===== config.mk =====
export PLATFORM = sky130hd
export DESIGN_NAME = point_pack_flat
export DESIGN_NICKNAME = d
export VERILOG_FILES = /design/src/rtl/point_pack_if.sv /design/src/rtl/point_pack.sv /design/src/flat_wrapper.sv
export SDC_FILE = /design/constraint.sdc
export NUM_CORES = 1
export LEC_CHECK = 0
export BUFFER_PORTS_ARGS = -buffer_cell sky130_fd_sc_hd__buf_2
export CAP_MARGIN = 0
export CORE_MARGIN = 1
export CORE_UTILIZATION = 57
export CTS_CLUSTER_SIZE = 20
export DETAILED_ROUTE_END_ITERATION = 10
export GPL_TIMING_DRIVEN = 0
export PLACE_DENSITY_LB_ADDON = 0.12
export SLEW_MARGIN = 40
export SYNTH_ARGS = -nofsm -noshare
export SYNTH_HDL_FRONTEND = slang
export SYNTH_SLANG_ARGS = --single-unit

===== constraint.sdc =====
create_clock -name clk -period 6.1 [get_ports clk]
set_clock_uncertainty 0.15 [all_clocks]
set_input_delay 1.22 -clock clk [delete_from_list [all_inputs] [get_ports clk]]
set_output_delay 1.22 -clock clk [all_outputs]
set_load 0.005 [all_outputs]

===== src/rtl/point_pack_if.sv =====
// Candidate request, image-memory read port and packed point result for point_pack.
// The slave modport is the sampler's view; the master modport drives candidates and serves memory.
interface point_pack_if #(
    parameter int WIDTH = 8,
    parameter int XW    = 10,
    parameter int YW    = 9,
    parameter int AW    = 19
);
    logic                 start;
    logic [XW-1:0]        cand_x;
    logic [YW-1:0]        cand_y;
    logic                 busy;
    logic                 mem_rd;
    logic [AW-1:0]        mem_addr;
    logic [WIDTH-1:0]     mem_data;
    logic [WIDTH*9-1:0]   point_val;
    logic                 pv_valid;
    logic [XW-1:0]        pv_x;
    logic [YW-1:0]        pv_y;

    modport slave (
        input  start, cand_x, cand_y, mem_data,
        output busy, mem_rd, mem_addr, point_val, pv_valid, pv_x, pv_y
    );

    modport master (
        output start, cand_x, cand_y, mem_data,
        input  busy, mem_rd, mem_addr, point_val, pv_valid, pv_x, pv_y
    );
endinterface


===== src/rtl/point_pack.sv =====
// Nine-point candidate sampler: reads centre, inner ring and outer ring pixels and packs them.
// Define POINT_PACK_CLAMP_EN to clamp off-image points to the border instead of packing zero.
module point_pack #(
    parameter int WIDTH = 8,
    parameter int IMG_W = 640,
    parameter int IMG_H = 480,
    parameter int XW    = 10,
    parameter int YW    = 9,
    parameter int AW    = 19,
    parameter int R_IN  = 2,
    parameter int R_OUT = 4
) (
    input logic        clk,
    input logic        rst,
    point_pack_if.slave pp
);
    typedef enum logic [1:0] {IDLE, ISSUE, DRAIN} state_t;

    localparam logic signed [XW:0] IMG_W_S = (XW+1)'(IMG_W);
    localparam logic signed [YW:0] IMG_H_S = (YW+1)'(IMG_H);
    localparam logic signed [XW:0] RX_IN   = (XW+1)'(R_IN);
    localparam logic signed [XW:0] RX_OUT  = (XW+1)'(R_OUT);
    localparam logic signed [YW:0] RY_IN   = (YW+1)'(R_IN);
    localparam logic signed [YW:0] RY_OUT  = (YW+1)'(R_OUT);

    state_t               state_q, state_d;
    logic [3:0]           slot_q, slot_d;
    logic [XW-1:0]        cx_q, cx_d;
    logic [YW-1:0]        cy_q, cy_d;

    logic                 mem_rd_q, mem_rd_d;
    logic [AW-1:0]        mem_addr_q, mem_addr_d;
    logic                 vld_p1_q, vld_p1_d;
    logic [3:0]           idx_p1_q, idx_p1_d;
    logic                 zero_p1_q, zero_p1_d;

    logic [WIDTH*9-1:0]   shadow_q, shadow_d;
    logic [WIDTH*9-1:0]   point_val_q, point_val_d;
    logic                 pv_valid_q, pv_valid_d;
    logic [XW-1:0]        pv_x_q, pv_x_d;
    logic [YW-1:0]        pv_y_q, pv_y_d;

    logic signed [XW:0]   dx, sx;
    logic signed [YW:0]   dy, sy;
    logic [XW-1:0]        px;
    logic [YW-1:0]        py;
    logic                 rd;
    logic [AW-1:0]        addr;

`ifdef POINT_PACK_CLAMP_EN
    function automatic logic [XW-1:0] clamp_x(input logic signed [XW:0] v);
        if (v[XW])           return '0;
        else if (v >= IMG_W_S) return XW'(IMG_W - 1);
        else                 return v[XW-1:0];
    endfunction

    function automatic logic [YW-1:0] clamp_y(input logic signed [YW:0] v);
        if (v[YW])           return '0;
        else if (v >= IMG_H_S) return YW'(IMG_H - 1);
        else                 return v[YW-1:0];
    endfunction
`endif

    // Stage p0: slot offset, signed coordinate with guard bit, range decision, address
    always_comb begin
        dx = '0;
        dy = '0;
        case (slot_q)
            4'd1: dx =  RX_IN;
            4'd2: dy = -RY_IN;
            4'd3: dx = -RX_IN;
            4'd4: dy =  RY_IN;
            4'd5: dx =  RX_OUT;
            4'd6: dy = -RY_OUT;
            4'd7: dx = -RX_OUT;
            4'd8: dy =  RY_OUT;
            default: ;
        endcase
        sx = $signed({1'b0, cx_q}) + dx;
        sy = $signed({1'b0, cy_q}) + dy;
`ifdef POINT_PACK_CLAMP_EN
        px = clamp_x(sx);
        py = clamp_y(sy);
        rd = 1'b1;
`else
        px = sx[XW-1:0];
        py = sy[YW-1:0];
        rd = !(sx[XW] || (sx >= IMG_W_S) || sy[YW] || (sy >= IMG_H_S));
`endif
        addr = AW'(py) * AW'(IMG_W) + AW'(px);
    end

    always_comb begin
        state_d    = state_q;
        slot_d     = slot_q;
        cx_d       = cx_q;
        cy_d       = cy_q;
        mem_rd_d   = 1'b0;
        mem_addr_d = '0;
        vld_p1_d   = 1'b0;
        idx_p1_d   = slot_q;
        zero_p1_d  = !rd;
        case (state_q)
            IDLE: begin
                if (pp.start) begin
                    cx_d    = pp.cand_x;
                    cy_d    = pp.cand_y;
                    slot_d  = '0;
                    state_d = ISSUE;
                end
            end
            ISSUE: begin
                mem_rd_d   = rd;
                mem_addr_d = rd ? addr : '0;
                vld_p1_d   = 1'b1;
                slot_d     = slot_q + 4'd1;
                if (slot_q == 4'd8) state_d = DRAIN;
            end
            DRAIN:   state_d = IDLE;
            default: state_d = IDLE;
        endcase
    end

    // Stage p1: read data (or zero for skipped slots) lands in its field
    always_comb begin
        shadow_d    = shadow_q;
        point_val_d = point_val_q;
        pv_x_d      = pv_x_q;
        pv_y_d      = pv_y_q;
        pv_valid_d  = 1'b0;
        if (vld_p1_q) begin
            shadow_d[int'(idx_p1_q)*WIDTH +: WIDTH] = zero_p1_q ? '0 : pp.mem_data;
            if (idx_p1_q == 4'd8) begin
                point_val_d = shadow_d;
                pv_x_d      = cx_q;
                pv_y_d      = cy_q;
                pv_valid_d  = 1'b1;
            end
        end
    end

    always_ff @(posedge clk) begin
        if (rst) begin
            state_q     <= IDLE;
            slot_q      <= '0;
            mem_rd_q    <= 1'b0;
            mem_addr_q  <= '0;
            vld_p1_q    <= 1'b0;
            pv_valid_q  <= 1'b0;
            point_val_q <= '0;
            pv_x_q      <= '0;
            pv_y_q      <= '0;
        end else begin
            state_q     <= state_d;
            slot_q      <= slot_d;
            mem_rd_q    <= mem_rd_d;
            mem_addr_q  <= mem_addr_d;
            vld_p1_q    <= vld_p1_d;
            pv_valid_q  <= pv_valid_d;
            point_val_q <= point_val_d;
            pv_x_q      <= pv_x_d;
            pv_y_q      <= pv_y_d;
        end
    end

    // Every field is rewritten per candidate, so the shadow needs no reset
    always_ff @(posedge clk) begin
        cx_q      <= cx_d;
        cy_q      <= cy_d;
        idx_p1_q  <= idx_p1_d;
        zero_p1_q <= zero_p1_d;
        shadow_q  <= shadow_d;
    end

    assign pp.busy      = (state_q != IDLE);
    assign pp.mem_rd    = mem_rd_q;
    assign pp.mem_addr  = mem_addr_q;
    assign pp.point_val = point_val_q;
    assign pp.pv_valid  = pv_valid_q;
    assign pp.pv_x      = pv_x_q;
    assign pp.pv_y      = pv_y_q;
endmodule


===== src/flat_wrapper.sv =====
// flat-port wrapper written by rule: the top's interface ports become plain ports
module point_pack_flat 
#(
    parameter int WIDTH = 8,
    parameter int IMG_W = 640,
    parameter int IMG_H = 480,
    parameter int XW    = 10,
    parameter int YW    = 9,
    parameter int AW    = 19,
    parameter int R_IN  = 2,
    parameter int R_OUT = 4
)
  (clk, rst, pp_start, pp_cand_x, pp_cand_y, pp_mem_data, pp_busy, pp_mem_rd, pp_mem_addr, pp_point_val, pp_pv_valid, pp_pv_x, pp_pv_y);
  point_pack_if #(.WIDTH(WIDTH), .XW(XW), .YW(YW), .AW(AW)) pp_i ();
  input logic clk;
  input logic rst;
  input wire logic [$bits(pp_i.start)-1:0] pp_start;
  input wire logic [$bits(pp_i.cand_x)-1:0] pp_cand_x;
  input wire logic [$bits(pp_i.cand_y)-1:0] pp_cand_y;
  input wire logic [$bits(pp_i.mem_data)-1:0] pp_mem_data;
  output wire logic [$bits(pp_i.busy)-1:0] pp_busy;
  output wire logic [$bits(pp_i.mem_rd)-1:0] pp_mem_rd;
  output wire logic [$bits(pp_i.mem_addr)-1:0] pp_mem_addr;
  output wire logic [$bits(pp_i.point_val)-1:0] pp_point_val;
  output wire logic [$bits(pp_i.pv_valid)-1:0] pp_pv_valid;
  output wire logic [$bits(pp_i.pv_x)-1:0] pp_pv_x;
  output wire logic [$bits(pp_i.pv_y)-1:0] pp_pv_y;
  assign pp_i.start = pp_start;
  assign pp_i.cand_x = pp_cand_x;
  assign pp_i.cand_y = pp_cand_y;
  assign pp_i.mem_data = pp_mem_data;
  assign pp_busy = pp_i.busy;
  assign pp_mem_rd = pp_i.mem_rd;
  assign pp_mem_addr = pp_i.mem_addr;
  assign pp_point_val = pp_i.point_val;
  assign pp_pv_valid = pp_i.pv_valid;
  assign pp_pv_x = pp_i.pv_x;
  assign pp_pv_y = pp_i.pv_y;
  point_pack #(.WIDTH(WIDTH), .IMG_W(IMG_W), .IMG_H(IMG_H), .XW(XW), .YW(YW), .AW(AW), .R_IN(R_IN), .R_OUT(R_OUT)) u_core (.clk(clk), .rst(rst), .pp(pp_i));
endmodule

==> qor.txt <==
FLOORPLANNING
---------------------------------------------------------------------------------
Number of rows created at floorplan                                            46
I/O pin count                                                                 143
Effective utilization at floorplan                                          58.7%
Die Ht                                                                     130 µm
Area of the core                                                       0.0159 mm²
Total die area                                                         0.0169 mm²
Chip Width                                                                 130 µm

DETAILED ROUTING
---------------------------------------------------------------------------------
Number of vias per cell                                                      5.54
Wirelength, routed                                                       22300 µm
Post-DRT Antenna Nets                                                           0
WL per Instance                                                           17.0 µm
1st-pass router iterations                                                      5
DRC                                                                             0
Vias post-DR                                                                 7274
Violation count after the first detailed-routing iteration                    538

GRT
---------------------------------------------------------------------------------
Gr ovfl total                                                                   0
Number of global-route vias before repair                                    6782
Maximum number of pins on one net before global-route repair                   43
Wire length of the first global-routing pass                             34600 µm
Antenna violations before repair                                                0
All-layer global routing usage                                              26.2%

CLOCK TREE
---------------------------------------------------------------------------------
CTS tree                                                                    built
Clock sink total                                                              215
Number of cells upsized or downsized after cts                                  0
Clock transition at the registers of the reported paths                     60 ps
CTS H-tree lvls                                                                 1
Hold bufs inserted after CTS                                                    0
Number of setup buffers added after CTS                                         0
Insertion delay to the later sink of the worst-skew pair                   520 ps
Number of buffers created by CTS                                               23
CTS root buf                                                         sky130_fd_sc_hd__clkbuf_16
Clock Tree Buf Depth                                                            3

WORST SETUP PATH
---------------------------------------------------------------------------------
Worst R2R Setup Slack                                                      620 ps
Startpoint Class                                                         register
Critical path origin                                                 u_core.idx_p1_d[0]$_SDFFE_PP0P_
Buffering stage count on the worst path with inverters included                 1
Critical path data arrival time                                           5700 ps
CP Capture Type                                                          register
Max stage delay cell, worst path                                     sky130_fd_sc_hd__or4b_2
Stages on worst setup path                                                     16
Critical Path, Cell by Cell                                          ha_1 -> nor2b_1 -> ha_1 -> nor2b_1 -> o31a_1 -> or4b_1 -> o311ai_0 -> ha_1 -> inv_1 -> fa_1 -> nor2b_1 -> o21ai_0 -> or4b_2 -> nor3_1 -> xnor2_1 -> nor3_1
R2R depth                                                                      16
Critical Setup Path Class                                            register to register
Highest net fanout along the worst path                                        10
RR Startpoint                                                        u_core.idx_p1_d[0]$_SDFFE_PP0P_
Biggest cell delay along the critical path                                 740 ps
Family with the most delay on the worst path                         simple AND/OR/NAND/NOR gates
Critical Path RT                                                          6320 ps

YOSYS
---------------------------------------------------------------------------------
Count of flip-flops with a built-in enable after synthesis                     91
Most common cell in the netlist                                      sky130_fd_sc_hd__nand2_1
Area of the mapped netlist                                            0.00936 mm²
Fraction of synthesis flops using an asynchronous set or reset pin             0%
Synth Warn #                                                                    0
Dominant cells by area after synthesis                               sky130_fd_sc_hd__edfxtp_1 29%, sky130_fd_sc_hd__dfxtp_1 27%, sky130_fd_sc_hd__nand2_1 7.3%, sky130_fd_sc_hd__ha_1 4.9%, sky130_fd_sc_hd__o211a_1 4.4%
Cell accounting for the most synthesized area                        sky130_fd_sc_hd__edfxtp_1
Fraction of the yosys area taken by sequential cells                        55.7%
Fraction of synthesized cell area taken by the top area cell type           29.2%
Cell count after synthesis                                                    910
Mapped Nets                                                                   981
Average cell area after synthesis                                        10.3 µm²
Dominant synthesized flop cell                                       sky130_fd_sc_hd__dfxtp_1
Commonest cells in the synthesized netlist                           183 x sky130_fd_sc_hd__nand2_1, 124 x sky130_fd_sc_hd__dfxtp_1, 91 x sky130_fd_sc_hd__edfxtp_1
Register bit count reported by yosys                                          215
Post-synth cell types                                                          58

STA
---------------------------------------------------------------------------------
Period Utilization, post-route                                              89.8%
Aggregate negative setup slack                                               0 ps
Endpoints failing setup                                                         0
Setup repair after global routing missed its margin                            no
Max transition margin                                                       50.3%
Peak Freq                                                                 182 MHz
WHS                                                                        212 ps
Number of pins exceeding their max-slew limit in the final report               0
Clock period minus worst slack                                            5480 ps
Final Hold Violating Endpoints                                                  0
Actual slew at the worst max-slew pin                                      744 ps

JOB
---------------------------------------------------------------------------------
Number of max-cap violations                                                    0

FINISH
---------------------------------------------------------------------------------
Filler Cell Count                                                            1227
Layout Area Growth over Synthesis                                           20.0%
Layout cell share with drive strength beyond 1                              18.1%
Number of nets in the layout                                                 1151
Final std cell area, no fill                                           0.0112 mm²
Total inserted antenna cells                                                    0

PLACE
---------------------------------------------------------------------------------
Port-buffer cells                                                             142
Detailed placement HPWL                                                  15900 µm
Gpl congestion                                                              0.905
Area post-placement                                                    0.0104 mm²

MIN PATH
---------------------------------------------------------------------------------
Worst hold start                                                     u_core.idx_p1_d[2]$_SDFFE_PP0P_
Min-delay worst type                                                 register to register
WHS Path Cells                                                                  0

POWER AND IR DROP
---------------------------------------------------------------------------------
Leakage power total                                                       5.12 nW
Total Power Consumption                                                   3.47 mW
Maximum VDD drop                                                         0.243 mV
Power density normalized to cell area                                  309 mW/mm²

RUN STATUS
---------------------------------------------------------------------------------
Outcome                                                                 completed

## flip-flops by register name, summed over array words and instances, names as in the netlist, 9 cells and up
signal               cells
u_core.shadow_q         72
u_core.cy_q              9
u_core.pp.pv_x          10
u_core.pp.mem_addr      19
u_core.pp.pv_y           9
u_core.cx_q             10
u_core.pp.point_val     72
## cells in the final DEF, fill, tap and decap left out, types with 4 or more instances in the layout
cell                        synthesis  layout
sky130_fd_sc_hd__xnor2_1           14      14
sky130_fd_sc_hd__nand3_1           11      11
sky130_fd_sc_hd__inv_1             26      26
sky130_fd_sc_hd__o211a_1           41      41
sky130_fd_sc_hd__dfxtp_1          124     123
sky130_fd_sc_hd__nor2_1            32      31
sky130_fd_sc_hd__bufinv_16          0       4
sky130_fd_sc_hd__ha_1              37      37
sky130_fd_sc_hd__a211oi_1           5       5
sky130_fd_sc_hd__nand2b_1          46      46
sky130_fd_sc_hd__nor2b_1           11      11
sky130_fd_sc_hd__xor2_1            14      14
sky130_fd_sc_hd__clkbuf_1          43      47
sky130_fd_sc_hd__clkbuf_16          0      24
sky130_fd_sc_hd__nor3_1            17      17
sky130_fd_sc_hd__a22o_1             9       9
sky130_fd_sc_hd__mux2i_1           10      10
sky130_fd_sc_hd__nand2_1          183     183
sky130_fd_sc_hd__a21oi_1           68      68
sky130_fd_sc_hd__a21o_1             8       8
sky130_fd_sc_hd__edfxtp_1          91      91
sky130_fd_sc_hd__buf_2              1     143
sky130_fd_sc_hd__o21ai_0           65      65
sky130_fd_sc_hd__fa_1               4       4
## layout make-up
class | instances | area (µm²) | share of cell area, %
Clock inverter | 11 | 170 | 1.51
Sequential cell | 215 | 5220 | 46.4
Buffer | 46 | 181 | 1.61
Tap cell | 216 | 270 | 2.40
Timing Repair Buffer | 145 | 766 | 6.81
Clock buffer | 31 | 657 | 5.85
Inverter | 26 | 97.6 | 0.868
Multi-Input combinational cell | 623 | 3880 | 34.5
## power breakdown
group          switching (mW)  internal (mW)  leakage [nW]
registers              0.0210           1.55          1.85
logic                   0.243          0.152          2.86
clock network           0.573          0.930         0.408
## kinds of logic after synthesis
group	after synthesis	synth area share, %
mux	11	1.19
flops	215	55.7
fa+ha+maj	41	5.80
simple gates	319	15.6
buf+inv	72	2.98
compound gates	224	16.1
xor+xnor	28	2.62
## path summary, 6_finish.rpt
check                                            to
hold reg to reg          u_core.idx_p1_q[2]$_DFF_P_
setup reg to reg  u_core.pp.mem_addr[17]$_SDFF_PP0_
setup / recovery  u_core.pp.mem_addr[17]$_SDFF_PP0_
hold / removal           u_core.idx_p1_q[2]$_DFF_P_
## through the flow
| step | cells | setup slack (ps) | util, % |
|---|---|---|---|
| CTS | 1313 | 644 | 70.5 |
| floorplan | 910 | 1310 | - |
| finish | 1313 | 619 | 70.5 |
| global placement | 1268 | 739 | 64.9 |
| global route | 1313 | 277 | 70.5 |
| detailed placement | 1271 | 695 | 65.3 |
## layer usage
layer | vias to the layer above | global-route usage (%) | wire (µm)
met5 | - | 0 | 0
met4 | 0 | 8.14 | 459
met3 | 38 | 4.43 | 1510
met2 | 236 | 41.2 | 10200
met1 | 3448 | 37.0 | 10200
li1 | 3552 | - | -
No activity file was read; power rests on OpenSTA's default activity.
